## config.mk

```make
export PLATFORM = sky130hd
export DESIGN_NAME = seq_divider_flat
export DESIGN_NICKNAME = d
export VERILOG_FILES = /design/src/rtl/seq_divider_if.sv /design/src/rtl/seq_divider.sv /design/src/flat_wrapper.sv
export SDC_FILE = /design/constraint.sdc
export NUM_CORES = 1
export LEC_CHECK = 0
export BUFFER_PORTS_ARGS = -buffer_cell sky130_fd_sc_hd__buf_2
export CORE_MARGIN = 8
export CORE_UTILIZATION = 60
export DETAILED_ROUTE_END_ITERATION = 10
export GPL_ROUTABILITY_DRIVEN = 0
export PLACE_DENSITY = 0.93
export SYNTH_ARGS = -nofsm -noshare
export SYNTH_HDL_FRONTEND = slang
export SYNTH_SLANG_ARGS = --single-unit
```

## constraint.sdc

```tcl
create_clock -name clk_sys -period 7.55 [get_ports clk_sys]
set_clock_uncertainty 0.05 [all_clocks]
set_input_delay 2.265 -clock clk_sys [delete_from_list [all_inputs] [get_ports clk_sys]]
set_output_delay 2.265 -clock clk_sys [all_outputs]
set_load 0.005 [all_outputs]
```

## src/rtl/seq_divider_if.sv

```systemverilog
// Start/Done handshake and operand/result bundle between the lab controller and seq_divider.
interface seq_divider_if #(
  parameter int WIDTH = 8
);
  logic             start;
  logic [WIDTH-1:0] dividend;
  logic [WIDTH-1:0] divisor;
  logic             busy;
  logic             done;
  logic             div_by_zero;
  logic [WIDTH-1:0] quotient;
  logic [WIDTH-1:0] remainder;

  modport master (
    output start, dividend, divisor,
    input  busy, done, div_by_zero, quotient, remainder
  );

  modport slave (
    input  start, dividend, divisor,
    output busy, done, div_by_zero, quotient, remainder
  );
endinterface

```

## src/rtl/seq_divider.sv

```systemverilog
// Unsigned restoring divider, one quotient bit per clock, trial subtract through a ripple FA chain.
//
// state  | meaning
// S_IDLE | waiting for start; results held
// S_RUN  | one trial subtraction per edge, WIDTH iterations
// S_DONE | done pulse for one cycle; start here is accepted as in S_IDLE
module seq_divider #(
  parameter int WIDTH = 8
) (
  input logic          clk_sys,
  input logic          rst_n,
  seq_divider_if.slave bus
);
  localparam int CW = $clog2(WIDTH);

  typedef enum logic [1:0] {S_IDLE, S_RUN, S_DONE} state_t;

  state_t           state, state_nxt;
  logic [WIDTH-1:0] p;
  logic [WIDTH-1:0] q;
  logic [WIDTH-1:0] divisor_r;
  logic [WIDTH-1:0] quotient_r;
  logic [WIDTH-1:0] remainder_r;
  logic             dbz_r;
  logic [CW-1:0]    count;

  logic [WIDTH:0]   sub_a;
  logic [WIDTH:0]   sub_b;
  logic [WIDTH-1:0] diff;
  logic [WIDTH+1:0] carry;
  logic             no_borrow;
  logic [WIDTH-1:0] p_nxt;
  logic [WIDTH-1:0] q_nxt;
  logic             last_iter;
  logic             divisor_zero;

  // Subtract by adding the inverted divisor with carry-in 1; carry-out 1 means no borrow.
  assign sub_a    = {p, q[WIDTH-1]};
  assign sub_b    = ~{1'b0, divisor_r};
  assign carry[0] = 1'b1;

  for (genvar i = 0; i < WIDTH; i++) begin : g_fa
    assign diff[i]    = sub_a[i] ^ sub_b[i] ^ carry[i];
    assign carry[i+1] = (sub_a[i] & sub_b[i]) | (carry[i] & (sub_a[i] ^ sub_b[i]));
  end

  // The kept partial remainder is always below the divisor, so the top difference bit is
  // never needed; only the final carry of that stage decides the quotient bit.
  assign carry[WIDTH+1] = (sub_a[WIDTH] & sub_b[WIDTH]) | (carry[WIDTH] & (sub_a[WIDTH] ^ sub_b[WIDTH]));
  assign no_borrow      = carry[WIDTH+1];

  assign p_nxt        = no_borrow ? diff : sub_a[WIDTH-1:0];
  assign q_nxt        = {q[WIDTH-2:0], no_borrow};
  assign last_iter    = (count == CW'(WIDTH - 1));
  assign divisor_zero = (bus.divisor == '0);

  always_ff @(posedge clk_sys or negedge rst_n) begin
    if (!rst_n) begin
      state <= S_IDLE;
    end else begin
      state <= state_nxt;
    end
  end

  always_comb begin
    state_nxt = state;
    case (state)
      S_IDLE: begin
        if (bus.start) begin
          state_nxt = divisor_zero ? S_DONE : S_RUN;
        end
      end
      S_RUN: begin
        if (last_iter) begin
          state_nxt = S_DONE;
        end
      end
      S_DONE: begin
        if (bus.start) begin
          state_nxt = divisor_zero ? S_DONE : S_RUN;
        end else begin
          state_nxt = S_IDLE;
        end
      end
      default: state_nxt = S_IDLE;
    endcase
  end

  always_ff @(posedge clk_sys or negedge rst_n) begin
    if (!rst_n) begin
      p           <= '0;
      q           <= '0;
      divisor_r   <= '0;
      count       <= '0;
      quotient_r  <= '0;
      remainder_r <= '0;
      dbz_r       <= 1'b0;
    end else begin
      case (state)
        S_IDLE, S_DONE: begin
          if (bus.start) begin
            divisor_r <= bus.divisor;
            dbz_r     <= 1'b0;
            if (divisor_zero) begin
              quotient_r  <= '1;
              remainder_r <= bus.dividend;
              dbz_r       <= 1'b1;
            end else begin
              p     <= '0;
              q     <= bus.dividend;
              count <= '0;
            end
          end
        end
        S_RUN: begin
          p     <= p_nxt;
          q     <= q_nxt;
          count <= count + 1'b1;
          if (last_iter) begin
            quotient_r  <= q_nxt;
            remainder_r <= p_nxt;
          end
        end
        default: ;
      endcase
    end
  end

  assign bus.busy        = (state == S_RUN);
  assign bus.done        = (state == S_DONE);
  assign bus.div_by_zero = dbz_r;
  assign bus.quotient    = quotient_r;
  assign bus.remainder   = remainder_r;
endmodule

```

## src/flat_wrapper.sv

```systemverilog
// flat-port wrapper written by rule: the top's interface ports become plain ports
module seq_divider_flat 
#(
  parameter int WIDTH = 8
)
  (clk_sys, rst_n, bus_start, bus_dividend, bus_divisor, bus_busy, bus_done, bus_div_by_zero, bus_quotient, bus_remainder);
  seq_divider_if #(.WIDTH(WIDTH)) bus_i ();
  input logic clk_sys;
  input logic rst_n;
  input wire logic [$bits(bus_i.start)-1:0] bus_start;
  input wire logic [$bits(bus_i.dividend)-1:0] bus_dividend;
  input wire logic [$bits(bus_i.divisor)-1:0] bus_divisor;
  output wire logic [$bits(bus_i.busy)-1:0] bus_busy;
  output wire logic [$bits(bus_i.done)-1:0] bus_done;
  output wire logic [$bits(bus_i.div_by_zero)-1:0] bus_div_by_zero;
  output wire logic [$bits(bus_i.quotient)-1:0] bus_quotient;
  output wire logic [$bits(bus_i.remainder)-1:0] bus_remainder;
  assign bus_i.start = bus_start;
  assign bus_i.dividend = bus_dividend;
  assign bus_i.divisor = bus_divisor;
  assign bus_busy = bus_i.busy;
  assign bus_done = bus_i.done;
  assign bus_div_by_zero = bus_i.div_by_zero;
  assign bus_quotient = bus_i.quotient;
  assign bus_remainder = bus_i.remainder;
  seq_divider #(.WIDTH(WIDTH)) u_core (.clk_sys(clk_sys), .rst_n(rst_n), .bus(bus_i));
endmodule
```

==> results_dict.tcl, run 1 <==
set metrics [dict create \
    grt_pass1_vias 1789 \
    syn_area_per_cell_um2 10.52 \
    cts-root-buf "clkbuf_8" \
    layout_min_cycle_time_ps 4647 \
    drcViolationCount 0 \
    die-height_um 77.39 \
    max_clock_freq_mhz 215.2 \
    p_comb_share_pct 49.4 \
    ctsHoldBuffers 0 \
    maxCapViolCount 0 \
    antenna_left 0 \
    fillCellCount 291 \
    fp-row-count 22 \
    layout-drive-gt1-share_pct 25.00 \
    irDropWorstVdd_mv 0.2835 \
    antenna_found_initial 0 \
    critical_path_required_ps 5240 \
    netlist_area_um2 2261 \
    async_flop_share_pct 100.0 \
    outcome "complete, no violations" \
    p_clk_share_pct 13.1 \
    p_leak_nw 1.184 \
    swShare_pct 42.28 \
    tns_ps 0 \
    p_int_w 0.0006834 \
    num_vias 1681 \
    clk_path_buf_depth 2 \
    p_switching_w 0.0005006 \
    p_per_area_nw_per_um2 467.6 \
    clkTransAtPathRegs_ps 80 \
    vias_per_cell 5.679 \
    io_pins 38 \
    power_w 0.001184 \
    die_x_um 77.39 \
    io_buffers 37 \
    yosysSeqAreaShare_pct 50.91 \
    gr-total-overflow 0 \
    n_antenna_cell 0 \
    syn_to_final_growth_pct 12.01 \
    dp_hpwl_um 3558 \
    fin_nets 276 \
    hold_class "flop to flop" \
    numCtsBuffers 5 \
    hold_depth 1 \
    grt_setup_unrepaired "no" \
    htreeDepth 2 \
    finalHoldViolCount 0 \
    setup_viol 0 \
    grt_max_degree 47 \
    initial_core_util_pct 62.22 \
    seqPwrFrac_pct 37.5 \
    dieArea_um2 5988 \
    wire_per_inst_um 16.87 \
    gr-usage-all-layers_pct 17.39 \
    synth_top_area_cell "dfrtp_1" \
    wl_um 4994 \
    min-delay-start "u_core.bus.remainder[3]" \
    cts-resized-gates 0 \
    layout_common_cells "dfrtp_1, buf_2, nand2_1" \
    ys_types 28 \
    cp-startpoint "u_core.state[0]" \
    clock_sinks 46 \
    cp_max_fo 29 \
    initialDrtViolationCount 118 \
    end_kind "output port" \
    clock_latency_ps 310 \
    r2r-start "u_core.q[7]" \
    tightest_slew_ps 1213 \
    critPathArrivalTime_ps 2330 \
    slew_viol_final 0 \
    synth_nets 244 \
    synth_top_area_share_pct 50.91 \
    firstDrtPassIters 4 \
    synthTopCellsByArea "dfrtp_1, fa_1, nand2_1" \
    cts_tree "done" \
    ff2ff_path_depth 15 \
    worstSetupPathType "flop to output port" \
    core_area_um2 3633 \
    yosys_most_used_dff "dfrtp_1" \
    synth_cells 215 \
    grt_pass1_wl_um 8452 \
    synth_edf_count 0 \
    crit_path_start_kind "flop" \
    synth-seq-cells 46 \
    final_common_cell "dfrtp_1" \
    holdWs_ps 430.1 \
    ys_warn_count 0 \
    cts_setup_buffers 0 \
    fin_crit_sh_pct 61.55 \
    slew_headroom_pct 19.14 \
]
==> cells by family (layout without fill, tap and decap cells) <==
family / Yosys count / count (layout) / share of synthesized area, %
fa+ha+maj: 10 / 10 / 7.858
flops: 46 / 46 / 50.91
simple gates: 75 / 75 / 16.55
compound gates: 54 / 54 / 16.93
mux: 6 / 6 / 2.878
buf+inv: 24 / 57 / 4.870
==> metrics by stage <==
stage / setup slack, ps / cells / utilization, % / instance area, µm²
2_1_floorplan: 3701 / 215 / - / 2261
3_3_place_gp: 3292 / 288 / 67.18 / 2441
3_5_place_dp: 3207 / 288 / 67.18 / 2441
4_1_cts: 2859 / 296 / 69.70 / 2532
5_1_grt: 2700 / 296 / 69.70 / 2532
6_report: 2903 / 296 / 69.70 / 2532
==> Yosys cell counts, types with 4 or more instances <==
master and number:
nand2_1 31, nor2b_1 10, mux2_2 4, nor3_1 5, a211oi_1 8, nand3_1 6, a21oi_2 5, o21ai_0 14
buf_2 7, fa_1 7, a21oi_1 11, a211oi_2 5, a21o_1 9, dfrtp_1 46, inv_1 11, nor2_1 15
==> routing by layer <==
| metal | up-vias | track usage [%] | wire [µm] |
|---|---|---|---|
| met4 | 0 | 8.868 | 117 |
| li1 | 785 | - | - |
| met3 | 10 | 4.147 | 278 |
| met1 | 830 | 21.24 | 2112 |
| met2 | 56 | 28.14 | 2486 |
| met5 | - | 0 | 0 |
==> state kept, by name, summed over array words and instances, names as in the netlist <==
| register | cells |
|---|---|
| u_core.divisor_r | 8 |
| u_core.p | 8 |
| u_core.q | 8 |
| u_core.count | 3 |
| u_core.bus.quotient | 8 |
| u_core.bus.remainder | 8 |
| u_core.state | 2 |
| u_core.bus.div_by_zero | 1 |
==> worst max-delay path, stage by stage, from the launching register on <==
cell and delay, ps:
dfrtp_1 410, nand2b_1 670, inv_1 650, buf_2 300
==> final cells by class <==
type                       instances  area [µm²]  area share, %
clock inverter                     1       5.005         0.1976
inverter                          12       45.04          1.779
sequential                        46        1151          45.45
tap                               48       60.06          2.372
timing repair buffer              37       185.2          7.312
multi-input combinational        145       999.7          39.48
clock buffer                       7       86.33          3.409
==> final timing paths <==
path	end	slack [ps]
setup / recovery	bus_busy	2900
hold / removal	u_core.bus.remainder[3]	430
setup reg to reg	u_core.bus.remainder[1]	3370
hold reg to reg	u_core.bus.remainder[3]	430
max in group asynchronous	u_core.p[5]	4770
min in group asynchronous	u_core.divisor_r[1]	2070
==> power groups by stage <==
stage                     registers, W  clock network [W]  logic (W)
final                         0.000444           0.000155   0.000585
after global routing          0.000459           0.000163   0.000666
after CTS                     0.000444           0.000157   0.000587
after detailed placement      0.000446                  0   0.000577
after global placement        0.000440                  0   0.000549
after floorplan               0.000434                  0   0.000421
Power figures use the tool's default switching activity.
==> inputs of run 2 (changes only) <==
- ABC_AREA: not set -> 1
- CORE_UTILIZATION: 60 -> 56
- PLACE_DENSITY: 0.93 -> 0.88
- clock period: 7.55 -> 4.6 ns (I/O delays scaled with it)
==> run 2 against run 1 <==
Effect of this change: sequential share of layout area decreased by 2.4 points; area after synthesis is 6.3% higher; first-iteration DRC count up 43%; final cell count is 24% higher; die area up 11%; critical endpoint is now u_core.bus.remainder[4]; highest routed layer unchanged.
==> results_dict.tcl, run 2 <==
set metrics [dict create \
    fp-row-count 24 \
    n_antenna_cell 0 \
    p_per_area_nw_per_um2 761.7 \
    critical_path_required_ps 4790 \
    fillCellCount 368 \
    layout_common_cells "nand2_1, nand3_1, dfrtp_1" \
    grt_pass1_wl_um 8901 \
    initial_core_util_pct 56.77 \
    antenna_left 0 \
    cts-resized-gates 0 \
    clk_path_buf_depth 2 \
    synth-xor-area-share_pct 0 \
    crit_path_start_kind "flop" \
    synth_top_area_cell "dfrtp_1" \
    io_buffers 37 \
    ff2ff_path_depth 16 \
    fin_nets 343 \
    synth_top_area_share_pct 47.89 \
    num_vias 1944 \
    io_pins 38 \
    drcViolationCount 0 \
    syn_area_per_cell_um2 8.554 \
    synth_cells 281 \
    gr-total-overflow 0 \
    ff2ff_setup_slack_ps 840 \
    ctsHoldBuffers 0 \
    synth_most_common_cell "nand2_1" \
    synthAdderAreaFrac_pct 7.392 \
    clock_sinks 46 \
    dieArea_um2 6645 \
    clock_latency_ps 300 \
    ys_types 23 \
    cp-endpoint "u_core.bus.remainder[4]" \
    critPathArrivalTime_ps 3950 \
    dp_hpwl_um 3824 \
    cts-root-buf "clkbuf_8" \
    irDropWorstVdd_mv 0.2967 \
    synth-seq-cells 46 \
    gr-usage-all-layers_pct 17.21 \
    wl_um 5314 \
    grt_pass1_vias 1948 \
    placed_cells 359 \
    grt_max_degree 47 \
    layout_min_cycle_time_ps 3764 \
    layout-drive-gt1-share_pct 18.73 \
    antenna_found_initial 0 \
    die_x_um 81.52 \
    slew_viol_final 0 \
    synthTopCellsByArea "dfrtp_1, nand2_1, nand3_1" \
    cp-startpoint "u_core.q[7]" \
    synth-compound-area-share_pct 3.592 \
    grt_setup_unrepaired "no" \
    maxCapViolCount 0 \
    tightest_slew_ps 1018 \
    cts_setup_buffers 0 \
    die-height_um 81.52 \
    synth_edf_count 0 \
    cp_max_fo 8 \
    p_leak_nw 1.466 \
    htreeDepth 2 \
    vias_per_cell 5.297 \
    wire_per_inst_um 14.48 \
    clkTransAtPathRegs_ps 80 \
    worstSetupPathType "flop to flop" \
    initialDrtViolationCount 169 \
    fin_crit_sh_pct 81.82 \
    synth_top_family_by_area "simple AND/OR/NAND/NOR gates" \
    final_common_cell "nand2_1" \
    cts_tree "done" \
    firstDrtPassIters 4 \
    yosys_most_used_dff "dfrtp_1" \
    r2r-start "u_core.q[7]" \
    synth_nets 310 \
    ys_warn_count 0 \
    max_clock_freq_mhz 265.7 \
    outcome "complete, no violations" \
    instances_no_fill 367 \
    finalHoldViolCount 0 \
    yosysSeqAreaShare_pct 47.89 \
    tns_ps 0 \
    syn_to_final_growth_pct 11.35 \
    numCtsBuffers 5 \
    yosys.area_share.simple_pct 30.30 \
    end_kind "flop" \
    async_flop_share_pct 100.0 \
    synth_common_cells "nand2_1, nand3_1, dfrtp_1, inv_1, o21ai_0" \
    hold_class "flop to flop" \
    setup_viol 0 \
    netlist_area_um2 2404 \
    core_area_um2 4234 \
    slew_headroom_pct 32.05 \
    synth_mux_area_share_pct 2.811 \
    r2r-end "u_core.bus.remainder[4]" \
]
==> run 2: cell count changes in the layout (fill, tap and decap cells not counted), moves of 9 or more <==
| cell | before | now |
|---|---|---|
| nand2_1 | 31 | 83 |
| a21o_1 | 9 | 0 |
| nor2b_1 | 10 | 0 |
| a21oi_1 | 11 | 2 |
| nand3_1 | 6 | 59 |
| inv_1 | 11 | 28 |
==> run 2: logic make-up after synthesis <==
kind of cell	Yosys count
multiplexers	6
AND/OR/NAND/NOR	163
adder cells (fa/ha/maj)	10
buffers and inverters	42
AO/OA/AOI/OAI	14
flip-flops	46
==> run 2: worst min path at each step <==
stage          slack (ps)                      end  depth (start not counted)               startpoint
2_1_floorplan         410   u_core.bus.quotient[0]                          2   u_core.bus.quotient[0]
3_3_place_gp          400   u_core.bus.quotient[0]                          2   u_core.bus.quotient[0]
3_5_place_dp          400   u_core.bus.quotient[3]                          2   u_core.bus.quotient[3]
4_1_cts               420   u_core.bus.quotient[3]                          2   u_core.bus.quotient[3]
5_1_grt               450  u_core.bus.remainder[7]                          2  u_core.bus.remainder[7]
6_report              420   u_core.bus.quotient[0]                          2   u_core.bus.quotient[0]
==> run 2: routing by layer <==
| metal | global-route usage (%) | routed length [µm] | vias to the layer above |
|---|---|---|---|
| li1 | - | - | 958 |
| met1 | 20.93 | 2243 | 921 |
| met5 | 0 | 0 | - |
| met3 | 3.611 | 338 | 9 |
| met4 | 6.964 | 103 | 0 |
| met2 | 29.12 | 2629 | 56 |
==> run 2: worst max-delay path, cell delays in order, from the launching register on <==
cell	delay, ps
dfrtp_1	380
inv_1	50
ha_1	180
fa_1	370
fa_1	390
fa_1	390
fa_1	370
inv_1	80
fa_1	180
fa_1	160
inv_1	50
fa_1	380
nand2_1	230
nand3_1	140
nand3_1	140
nand3_1	90
nand2_1	90
==> run 2: area by class of cell <==
type                            count  area [µm²]  share of cell area [%]
Sequential cell                    46        1151                   43.01
Multi-Input combinational cell    193        1060                   39.60
Timing Repair Buffer               39       200.2                   7.480
Inverter                           29       108.9                   4.067
Clock buffer                        7       86.33                   3.226
Tap cell                           52       65.06                   2.431
Clock inverter                      1       5.005                  0.1870
==> run 2: through the flow <==
stage	setup WS [ps]	hold WS (ps)	utilization [%]	instance area, µm²	power, W
global route	568.4	445.9	63.21	2676	0.002256
global placement	978.4	398.8	61.05	2585	0.001748
finish	836.2	421.8	63.21	2676	0.002039
CTS	824.8	424.1	63.21	2676	0.002056
detailed placement	848.7	403.7	61.05	2585	0.001796
floorplan	1154	415.0	-	2404	0.001518
==> run 2: where the power goes <==
| group | switching (W) | internal (W) |
|---|---|---|
| Sequential | 0.000118 | 0.000598 |
| Combinational | 0.000660 | 0.000408 |
| Clock | 0.000132 | 0.000121 |
==> inputs of run 3 (changes only) <==
- clock period: 4.6 -> 3.85 ns (I/O delays scaled with it)
==> run 3 against run 2 <==
Effect of this change: sequential cell count unchanged; critical endpoint is now u_core.bus.remainder[3]; combinational power is 24% higher; global-route usage barely moved; worst hold slack worse by 1.8 ps; cell area is 1.8% higher; maximum frequency rose by 2.0%.
==> results_dict.tcl, run 3 (same netlist as run 2, synthesis figures left out) <==
set metrics [dict create \
    fp-row-count 24 \
    crit_chain "inv_1 -> ha_1 -> fa_1 -> fa_1 -> fa_1 -> fa_1 -> inv_1 -> fa_1 -> fa_1 -> inv_1 -> fa_2 -> inv_1 -> nor2_2 -> nand3_1 -> nand3_1 -> nand3_1 -> nand2_1" \
    hold_class "flop to flop" \
    grt_setup_unrepaired "yes" \
    clk_path_buf_depth 2 \
    max_clock_freq_mhz 271.1 \
    gr-usage-all-layers_pct 17.21 \
    end_kind "flop" \
    ctsHoldBuffers 0 \
    finalHoldViolCount 0 \
    wire_per_inst_um 14.50 \
    critical_path_required_ps 4000 \
    core_area_um2 4234 \
    outcome "complete, no violations" \
    cts_tree "done" \
    drcViolationCount 0 \
    antenna_left 0 \
    final_common_cell "nand2_1" \
    numCtsBuffers 5 \
    cp_slowest_cell "fa_1" \
    slowest_delay_ps 400 \
    clock_latency_ps 310 \
    fin_crit_sh_pct 95.80 \
    layout_common_cells "nand2_1, nand3_1, dfrtp_1" \
    grt_max_degree 47 \
    syn_to_final_growth_pct 13.38 \
    critPathArrivalTime_ps 3830 \
    place_ws_ps 100.1 \
    fin_ws_ps 161.7 \
    io_buffers 37 \
    die_x_um 81.52 \
    cp_common_cell "fa_1" \
    dp_hpwl_um 3817 \
    clock_sinks 46 \
    maxCapViolCount 0 \
    crit_path_start_kind "flop" \
    slew_viol_final 0 \
    setup_viol 0 \
    wl_um 5335 \
    fin_util_pct 64.36 \
    vias_per_cell 5.459 \
    cts-root-buf "clkbuf_8" \
    layout-drive-gt1-share_pct 20.25 \
    tns_ps 0 \
    n_antenna_cell 0 \
    dieArea_um2 6645 \
    p_leak_nw 1.487 \
    irDropWorstVdd_mv 0.3637 \
    grt_pass1_wl_um 8914 \
    fin_nets 345 \
    clkTransAtPathRegs_ps 80 \
    grt_pass1_vias 1973 \
    tightest_slew_ps 1005 \
    antenna_found_initial 0 \
    initial_core_util_pct 56.77 \
    io_pins 38 \
    gr-total-overflow 0 \
    p_per_area_nw_per_um2 937.1 \
    num_vias 2009 \
    cp_max_fo 10 \
    slew_headroom_pct 33.02 \
    layout_min_cycle_time_ps 3688 \
    initialDrtViolationCount 284 \
    worstSetupPathType "flop to flop" \
    firstDrtPassIters 5 \
    htreeDepth 2 \
    die-height_um 81.52 \
]
run 3: cell type report:
cell class,count,area (µm²)
sequential,46,1151
timing repair buffer,41,215.2
clock buffer,6,82.58
fill,345,1509
tap,52,65.06
inverter,29,108.9
multi-input combinational,193,1072
clock inverter,1,30.03
run 3: worst paths after layout:
path / from / end / slack [ps] / depth (start not counted)
max: u_core.q[7] / u_core.bus.remainder[3] / 160 / 17
min: u_core.bus.quotient[3] / u_core.bus.quotient[3] / 420 / 2
max reg2reg: u_core.q[7] / u_core.bus.remainder[3] / 160 / 17
min reg2reg: u_core.bus.quotient[3] / u_core.bus.quotient[3] / 420 / 2
max in group asynchronous: rst_n / u_core.bus.div_by_zero / 2160 / 1
min in group asynchronous: rst_n / u_core.p[4] / 960 / 1
run 3: per-stage QoR:
stage                     area, µm²  hold slack (ps)  power [W]  instances
after CTS                      2705            424.0   0.002525        367
after global placement         2592            398.8   0.002101        360
after detailed placement       2592            403.2   0.002151        360
final                          2725            419.9   0.002554        368
after floorplan                2404            415.0   0.001814        281
after global routing           2725            452.4   0.002803        368
run 3: where the power goes:
| part | internal (W) | switching [W] | leakage (nW) |
|---|---|---|---|
| Clock | 0.000208 | 0.000158 | 0.0573 |
| Combinational | 0.000514 | 0.000821 | 0.861 |
| Sequential | 0.000715 | 0.000139 | 0.569 |
run 3: what timing repair did:
| item | in CTS | in global routing |
|---|---|---|
| gates resized for setup | 0 | 4 |
| setup buffers | 0 | 1 |
| endpoints found under the hold margin | 0 | 0 |
| endpoints found under the setup margin | 0 | 17 |
run 3: critical path, delay by kind of cell (launching register included):
family	cells	cell delay, ps
buffers and inverters	4	260
adder cells (fa/ha/maj)	8	2450
flip-flops	1	370
AND/OR/NAND/NOR	5	470
run 3: layer usage:
metal | part of all wire [%] | track usage [%] | vias up
met1 | 41 | 21.51 | 951
met5 | 0 | 0 | -
met3 | 7.3 | 3.501 | 9
li1 | - | - | 961
met2 | 50 | 27.68 | 88
met4 | 2.2 | 8.750 | 0
